$ cat src/rtl/sat_accum_seq.sv
`timescale 1ns/1ps
// Frame accumulator feeding an external 16-bit saturating adder: sums N_SAMPLES signed
// samples (valid/ready in), then offers the saturated total downstream (valid/ready out).
module sat_accum_seq #(
    parameter int N_SAMPLES = 4,
    parameter int CNT_W     = $clog2(N_SAMPLES + 1)
) (
    input  logic        clk,
    input  logic        rst_n,
    input  logic        clr,
    input  logic        in_vld,
    input  logic [15:0] in_data,
    output logic        in_rdy,
    output logic [15:0] add_a,
    output logic [15:0] add_b,
    input  logic [15:0] add_sum,
    output logic        out_vld,
    output logic [15:0] out_data,
    input  logic        out_rdy,
    output logic        sat_flag,
    output logic [1:0]  fsm_state
);

    // Handshake rule on both sides: a transfer happens on a rising clk edge where
    // vld and rdy are both high; vld never depends on rdy of the same interface.
    typedef enum logic [1:0] {
        IDLE  = 2'd0,
        ACCUM = 2'd1,
        DONE  = 2'd2
    } state_t;

    state_t             state;
    logic [15:0]        acc;
    logic [CNT_W-1:0]   cnt;
    logic               xfer;
    logic [16:0]        raw_sum;
    logic               ovf;

    assign in_rdy    = (state != DONE);
    assign out_vld   = (state == DONE);
    assign out_data  = acc;
    assign add_a     = acc;
    assign add_b     = in_data;
    assign fsm_state = state;
    assign xfer      = in_vld & in_rdy;

    // Local overflow detect: 17-bit sign-extended sum disagrees in its top two bits
    // exactly when both operands share a sign and the 16-bit result flips it.
    assign raw_sum = {acc[15], acc} + {in_data[15], in_data};
    assign ovf     = raw_sum[16] ^ raw_sum[15];

    always_ff @(posedge clk or negedge rst_n) begin
        if (!rst_n) begin
            state    <= IDLE;
            acc      <= 16'h0000;
            cnt      <= '0;
            sat_flag <= 1'b0;
        end else if (clr) begin
            state    <= IDLE;
            acc      <= 16'h0000;
            cnt      <= '0;
            sat_flag <= 1'b0;
        end else begin
            case (state)
                IDLE: begin
                    if (xfer) begin
                        acc      <= add_sum;
                        cnt      <= CNT_W'(1);
                        sat_flag <= ovf;
                        state    <= (N_SAMPLES == 1) ? DONE : ACCUM;
                    end
                end
                ACCUM: begin
                    if (xfer) begin
                        acc <= add_sum;
                        cnt <= cnt + CNT_W'(1);
                        if (ovf) sat_flag <= 1'b1;
                        if (cnt == CNT_W'(N_SAMPLES - 1)) state <= DONE;
                    end
                end
                DONE: begin
                    // sat_flag is left alone so the result's status stays readable
                    if (out_rdy) begin
                        state <= IDLE;
                        acc   <= 16'h0000;
                        cnt   <= '0;
                    end
                end
                default: state <= IDLE;
            endcase
        end
    end

endmodule

$ cat config.mk
export PLATFORM = sky130hd
export DESIGN_NAME = sat_accum_seq
export DESIGN_NICKNAME = d
export VERILOG_FILES = /design/src/rtl/sat_accum_seq.sv
export SDC_FILE = /design/constraint.sdc
export NUM_CORES = 1
export LEC_CHECK = 0
export CORE_UTILIZATION = 42
export CTS_BUF_LIST = sky130_fd_sc_hd__clkbuf_16
export CTS_CLUSTER_SIZE = 12
export DETAILED_ROUTE_END_ITERATION = 8
export PLACE_DENSITY_LB_ADDON = 0.3
export SYNTH_ARGS = -nofsm -noshare
export SYNTH_HDL_FRONTEND = slang
export SYNTH_SLANG_ARGS = --single-unit
$ cat constraint.sdc
create_clock -name clk -period 2.6 [get_ports clk]
set_input_delay 0.26 -clock clk [delete_from_list [all_inputs] [get_ports clk]]
set_output_delay 0.26 -clock clk [all_outputs]
set_load 0.05 [all_outputs]
==> results.md, run 1 <==
- Outcome: finished clean
- Ant diodes: 0
- Commonest cells in the netlist: nand2_1 (36), buf_4 (32), dfrtp_1 (22)
- FMAX: 478 MHz
- Synth Instances: 183
- Power Dens Cells: 649 nW/um2
- CTS HTree Levels: 1
- Resized Gates After CTS: 0
- Design area: 2390 um2
- Critical path launch point type: flip-flop
- Placed cell area: 2310 um2
- Proportion of synthesized chip area in sequential cells: 0.343
- Maximum fanout along the worst path: 5
- Tcrit/Tclk final: 0.805
- Leading area contributor after synthesis: dfrtp_1
- Detailed Routing Iterations Pass 1: 4
- Via count: 1409
- Rows: 22
- Tot Pwr: 1.55 mW
- Asr flop ratio synth: 1.00
- Setup Skew: 0.00356 ns
- Syn nets: 241
- Number of global-route vias before repair: 1382
- Pin count of the biggest net entering global routing: 29
- R2R setup slack: 0.67 ns
- Top cells by area, synth: dfrtp_1 (34%), ha_1 (16%), buf_4 (15%)
- Count leader, synth: nand2_1
- Chip width: 63.8 um
- Avg Synthesized Cell Area: 8.78 um2
- LEAKAGE: 1.03 nW
- Seq. cell area: 551 um2
- CTS tree: built
- Max_cap viols: 0
- Setup bufs post-CTS: 0
- NumNets Final: 302
- Kind of critical path: reg -> out
- Total clock sinks: 22
- CP Data Required Time: 2.34 ns
- Final hold slack: 0.352 ns
- Yosys top cell area share: 0.343
- Gpl congestion: 0.774
- Worst path cell trace: inv_1 -> ha_2 -> inv_1 -> clkdlybuf4s50_1
- Slowest cell on the critical path: clkdlybuf4s50_1
- Worst slew pin tran: 0.530 ns
- Gr ovfl total: 0
- Crit. End Element: output pin
- Routed Antenna Nets: 0
- Final hold vios: 0
- Final WL: 3670 um
- Slowest stage delay, CP: 0.80 ns
- Maximum buffer depth of the clock tree: 2
- Port Buf Inserts: 89
- DIE HEIGHT: 63.8 um
- EDFF count, synth: 0
- Max IR drop VDD: 397 uV
- R2R depth: 7
- DIE AREA: 4080 um2
- Min-Delay Path Class: in -> async
- Core Area: 3660 um2
- Multi-input logic area: 746 um2
- Ports: 90
- Netlist Area Pre-Place: 1610 um2
- Synth-to-Final Area Change: 48.5%
- Inserted Clock Buffers: 3
- Worst flop-to-flop path startpoint: fsm_state[1]$_DFFE_PN0P_
- WP data arrival: 1.83 ns
- Layout cell share with drive strength beyond 1: 0.0412
- Most used cell, CP: inv_1
- Yosys warnings: 0
- Worst R2R End: add_a[7]$_DFFE_PN0P_
- Gr usage total: 0.203
- Initial antenna violation count: 0
- Final setup violating endpoints: 0
- Clk pin slew, worst setup/hold paths: 0.06 ns
- Worst Setup EP: in_rdy
- Setup_tns: 0 ns
- Worst Setup SP: fsm_state[0]$_DFFE_PN0P_
- Synthesized flop and latch total: 22
- Vias per cell: 4.84
- DRC violations left: 0
- First-pass GRT wire length: 6490 um
- Filler Cell Count: 326
- Slew Viols, Final: 0
- Post-DR wirelength/cell: 12.6 um
- HPWL after DPL: 2990 um
- Slew headroom: 0.646
- Root buf cell: clkbuf_16
- Synth unique cells: 27
- Hold-fix buffers, CTS: 0
- Most used DFF post-synth: dfrtp_1
- DRT iter0 DRCs: 54
- Min Tclk post-route: 2.09 ns
- Worst skew pair latency: 0.26 ns
- RSZ-0062 raised after global routing: false
- Starting Density: 0.439
-- per-layer routing --
| metal | global-route usage | part of all wire | vias up |
|---|---|---|---|
| met5 | 0 | 0 | - |
| met4 | 0.0511 | 0.0074 | 0 |
| met3 | 0.0500 | 0.067 | 4 |
| met2 | 0.344 | 0.48 | 57 |
| met1 | 0.257 | 0.44 | 630 |
| li1 | - | - | 718 |
-- power breakdown --
group	leakage (nW)	internal (mW)	switching (mW)	total [mW]
Combinational	0.701	0.282	0.500	0.782
Sequential	0.288	0.388	0.0482	0.436
Clock	0.0385	0.205	0.125	0.330
Total	1.03	0.875	0.673	1.55
-- flip-flops by register name (all words and copies together), names as in the netlist --
signal	count
add_a	16
cnt	3
fsm_state	2
sat_flag	1
-- logic make-up (layout without fill, tap and decap cells) --
group,Yosys count,in the layout,share of synthesized area
and+or+nand+nor,54,54,0.143
buffers and inverters,45,105,0.195
AOI/OAI and AO/OA,40,40,0.150
DFF,22,22,0.343
adders and majority gates,21,21,0.164
muxes,1,1,0.00623
-- cells in the final DEF (no fill, tap or decap) --
master,n
nand3_1,2
o31ai_1,4
or3_1,1
a31o_2,1
o21bai_1,1
o21ai_0,17
a211oi_1,2
nand4b_1,2
nand3b_1,1
ha_1,20
nor2_1,9
nand2_1,36
a21o_1,1
a22o_1,1
a21oi_1,7
clkbuf_16,3
mux2i_1,1
inv_1,8
a21oi_2,1
o211ai_1,2
clkdlybuf4s50_1,89
buf_4,4
o21ai_1,2
dfrtp_1,22
clkinv_1,1
ha_2,1
a311o_1,1
nand4_1,3
-- through the flow --
| stage | util | std cells | setup WS (ns) |
|---|---|---|---|
| 2_1_floorplan | - | 183 | 0.229 |
| 3_3_place_gp | 0.630 | 287 | 0.616 |
| 3_5_place_dp | 0.630 | 287 | 0.521 |
| 4_1_cts | 0.652 | 291 | 0.502 |
| 5_1_grt | 0.652 | 291 | 0.411 |
| 6_report | 0.652 | 291 | 0.506 |
-- worst min path at each step --
stage,start,endpoint
2_1_floorplan,rst_n,add_a[0]$_DFFE_PN0P_
3_3_place_gp,cnt[2]$_DFFE_PN0P_,cnt[2]$_DFFE_PN0P_
3_5_place_dp,cnt[1]$_DFFE_PN0P_,cnt[1]$_DFFE_PN0P_
4_1_cts,rst_n,fsm_state[0]$_DFFE_PN0P_
5_1_grt,rst_n,add_a[15]$_DFFE_PN0P_
6_report,rst_n,fsm_state[0]$_DFFE_PN0P_
-- worst max-delay path, delay by kind of cell (launching register included) --
family	cells	cell delay, ns
adders and majority gates	1	0.22
DFF	1	0.39
buffers and inverters	3	0.96
-- final cells by class --
cell class,count,area share
multi-input combinational,116,0.313
sequential,22,0.231
clock inverter,1,0.00157
inverter,8,0.0126
timing repair buffer,93,0.386
tap,48,0.0252
clock buffer,3,0.0315
Power figures use the tool's default switching activity.
==> inputs of run 2 (changes only) <==
--- a/config.mk
+++ b/config.mk
@@ -5,7 +5,7 @@
 export SDC_FILE = /design/constraint.sdc
 export NUM_CORES = 1
 export LEC_CHECK = 0
-export CORE_UTILIZATION = 42
+export CORE_UTILIZATION = 35
 export CTS_BUF_LIST = sky130_fd_sc_hd__clkbuf_16
 export CTS_CLUSTER_SIZE = 12
 export DETAILED_ROUTE_END_ITERATION = 8
==> constraint.sdc (replaced) <==
create_clock -name clk -period 1.9 [get_ports clk]
set_input_delay 0.19 -clock clk [delete_from_list [all_inputs] [get_ports clk]]
set_output_delay 0.19 -clock clk [all_outputs]
set_load 0.05 [all_outputs]
==> run 2 against run 1 <==
Hold slack got worse by 0.076 ns. Die area increased by 19%. Sequential power increased by 37%. Clock-buffer cell count unchanged. First-iteration DRC count increased by 24%. Worst setup slack got worse by 0.37 ns. Cell area increased by 0.73%. Core utilization decreased by 10 points. Critical path depth increased by 2. Combinational power increased by 42%. Critical endpoint is now add_a[10]$_DFFE_PN0P_. Largest cell class unchanged. Highest routed layer unchanged.
==> results.md, run 2 (synthesis gave the netlist of run 1 again) <==
- Final hold slack: 0.277 ns
- Port Buf Inserts: 89
- Commonest non-fill, non-tap cell in the layout: clkdlybuf4s50_1
- Top sig layer: met4
- Seq. cell area: 553 um2
- Post-route core utilization: 0.548
- Crit. End Element: flip-flop
- FMAX: 566 MHz
- Core Area: 4380 um2
- Worst slew pin tran: 0.532 ns
- Final WL: 3720 um
- Kind of critical path: reg -> reg
- Setup Skew: 0.00613 ns
- Most frequent cells in the layout: clkdlybuf4s50_1 (71), nand2_1 (36), buf_4 (22), ha_1 (20), dfrtp_1 (20)
- DRT iter0 DRCs: 67
- Min-Delay Path Class: in -> async
- Inserted Clock Buffers: 3
- Multi-input logic area: 766 um2
- DRT met1 WL: 1560 um
- Detailed Routing Iterations Pass 1: 3
- CTS tree: built
- Setup_tns: 0 ns
- NumNets Final: 304
- HPWL after DPL: 3000 um
- Synth-to-Final Area Change: 49.6%
- Placed cell area: 2310 um2
- Max_cap viols: 0
- Chip width: 69.8 um
- Ports: 90
- Critical path launch point type: flip-flop
- Layout cell share with drive strength beyond 1: 0.143
- Total clock sinks: 22
- Vias per cell: 4.73
- Gr ovfl total: 0
- R2R depth: 6
- CTS HTree Levels: 1
- Worst slack, placed: -0.0435 ns
- Non-Filler Instances: 297
- Starting Density: 0.366
- Design area: 2400 um2
- Clk pin slew, worst setup/hold paths: 0.06 ns
- Worst setup margin: 0.132 ns
- Number of global-route vias before repair: 1365
- Routed Antenna Nets: 0
- Initial antenna violation count: 0
- DIE HEIGHT: 69.8 um
- CP Data Required Time: 2.03 ns
- Final hold vios: 0
- Via count: 1404
- Final setup violating endpoints: 0
- Worst skew pair latency: 0.26 ns
- Gpl congestion: 0.780
- LEAKAGE: 1.06 nW
- Tot Pwr: 2.15 mW
- Root buf cell: clkbuf_16
- Placed Cells incl. Taps: 293
- Max FFs per register: 16
- Met3 wire length: 235 um
- Min Tclk post-route: 1.77 ns
- R2R setup slack: 0.13 ns
- Slew headroom: 0.644
- Tcrit/Tclk final: 0.930
- Rows: 24
- Gr usage total: 0.161
- Power Dens Cells: 896 nW/um2
- Outcome: finished clean
- Pin count of the biggest net entering global routing: 23
- DRC violations left: 0
- WP data arrival: 1.90 ns
- DIE AREA: 4870 um2
- Max IR drop VDD: 550 uV
- Met2 routed WL: 1860 um
- First-pass GRT wire length: 6260 um
- Maximum buffer depth of the clock tree: 2
- Setup bufs post-CTS: 0
- Slew Viols, Final: 0
- Post-DR wirelength/cell: 12.5 um
- Maximum fanout along the worst path: 16
- Filler Cell Count: 411
- RSZ-0062 raised after global routing: false
- Ant diodes: 0
==> run 2: worst paths after layout <==
check / start / end
worst max-delay path: fsm_state[1]$_DFFE_PN0P_ / add_a[10]$_DFFE_PN0P_
min in group clk: add_sum[15] / add_a[15]$_DFFE_PN0P_
worst max register to register: fsm_state[1]$_DFFE_PN0P_ / add_a[10]$_DFFE_PN0P_
worst min-delay path: rst_n / cnt[2]$_DFFE_PN0P_
worst min register to register: cnt[2]$_DFFE_PN0P_ / cnt[2]$_DFFE_PN0P_
max in group asynchronous: rst_n / fsm_state[1]$_DFFE_PN0P_
==> run 2: area by class of cell <==
cell class	count	share of cell area
clock inverter	1	0.00156
tap	52	0.0271
multi-input combinational	116	0.319
sequential	22	0.230
timing repair buffer	95	0.377
clock buffer	3	0.0312
inverter	8	0.0141
==> run 2: critical path, stage by stage (launching register included) <==
cell     delay, ns
dfrtp_2       0.41
inv_1         0.09
ha_1          0.24
or3_1         0.41
a21oi_4       0.21
buf_6         0.18
o21ai_0       0.10
==> run 2: timing repair <==
| item | 4_1_cts | 5_1_grt |
|---|---|---|
| hold buffers | 0 | 0 |
| endpoints found under the hold margin | 0 | 0 |
| resized for setup | 0 | 3 |
| endpoints found under the setup margin | 0 | 19 |
==> run 2: layer usage <==
metal  vias to the layer above  track usage
met4                         0       0.0422
met3                         6       0.0465
met1                       625        0.193
li1                        726            -
met2                        47        0.279
met5                         -            0
==> run 2: power breakdown <==
group	switching (mW)	total (mW)	internal [mW]
logic	0.702	1.11	0.406
registers	0.0643	0.596	0.532
clock network	0.168	0.449	0.281
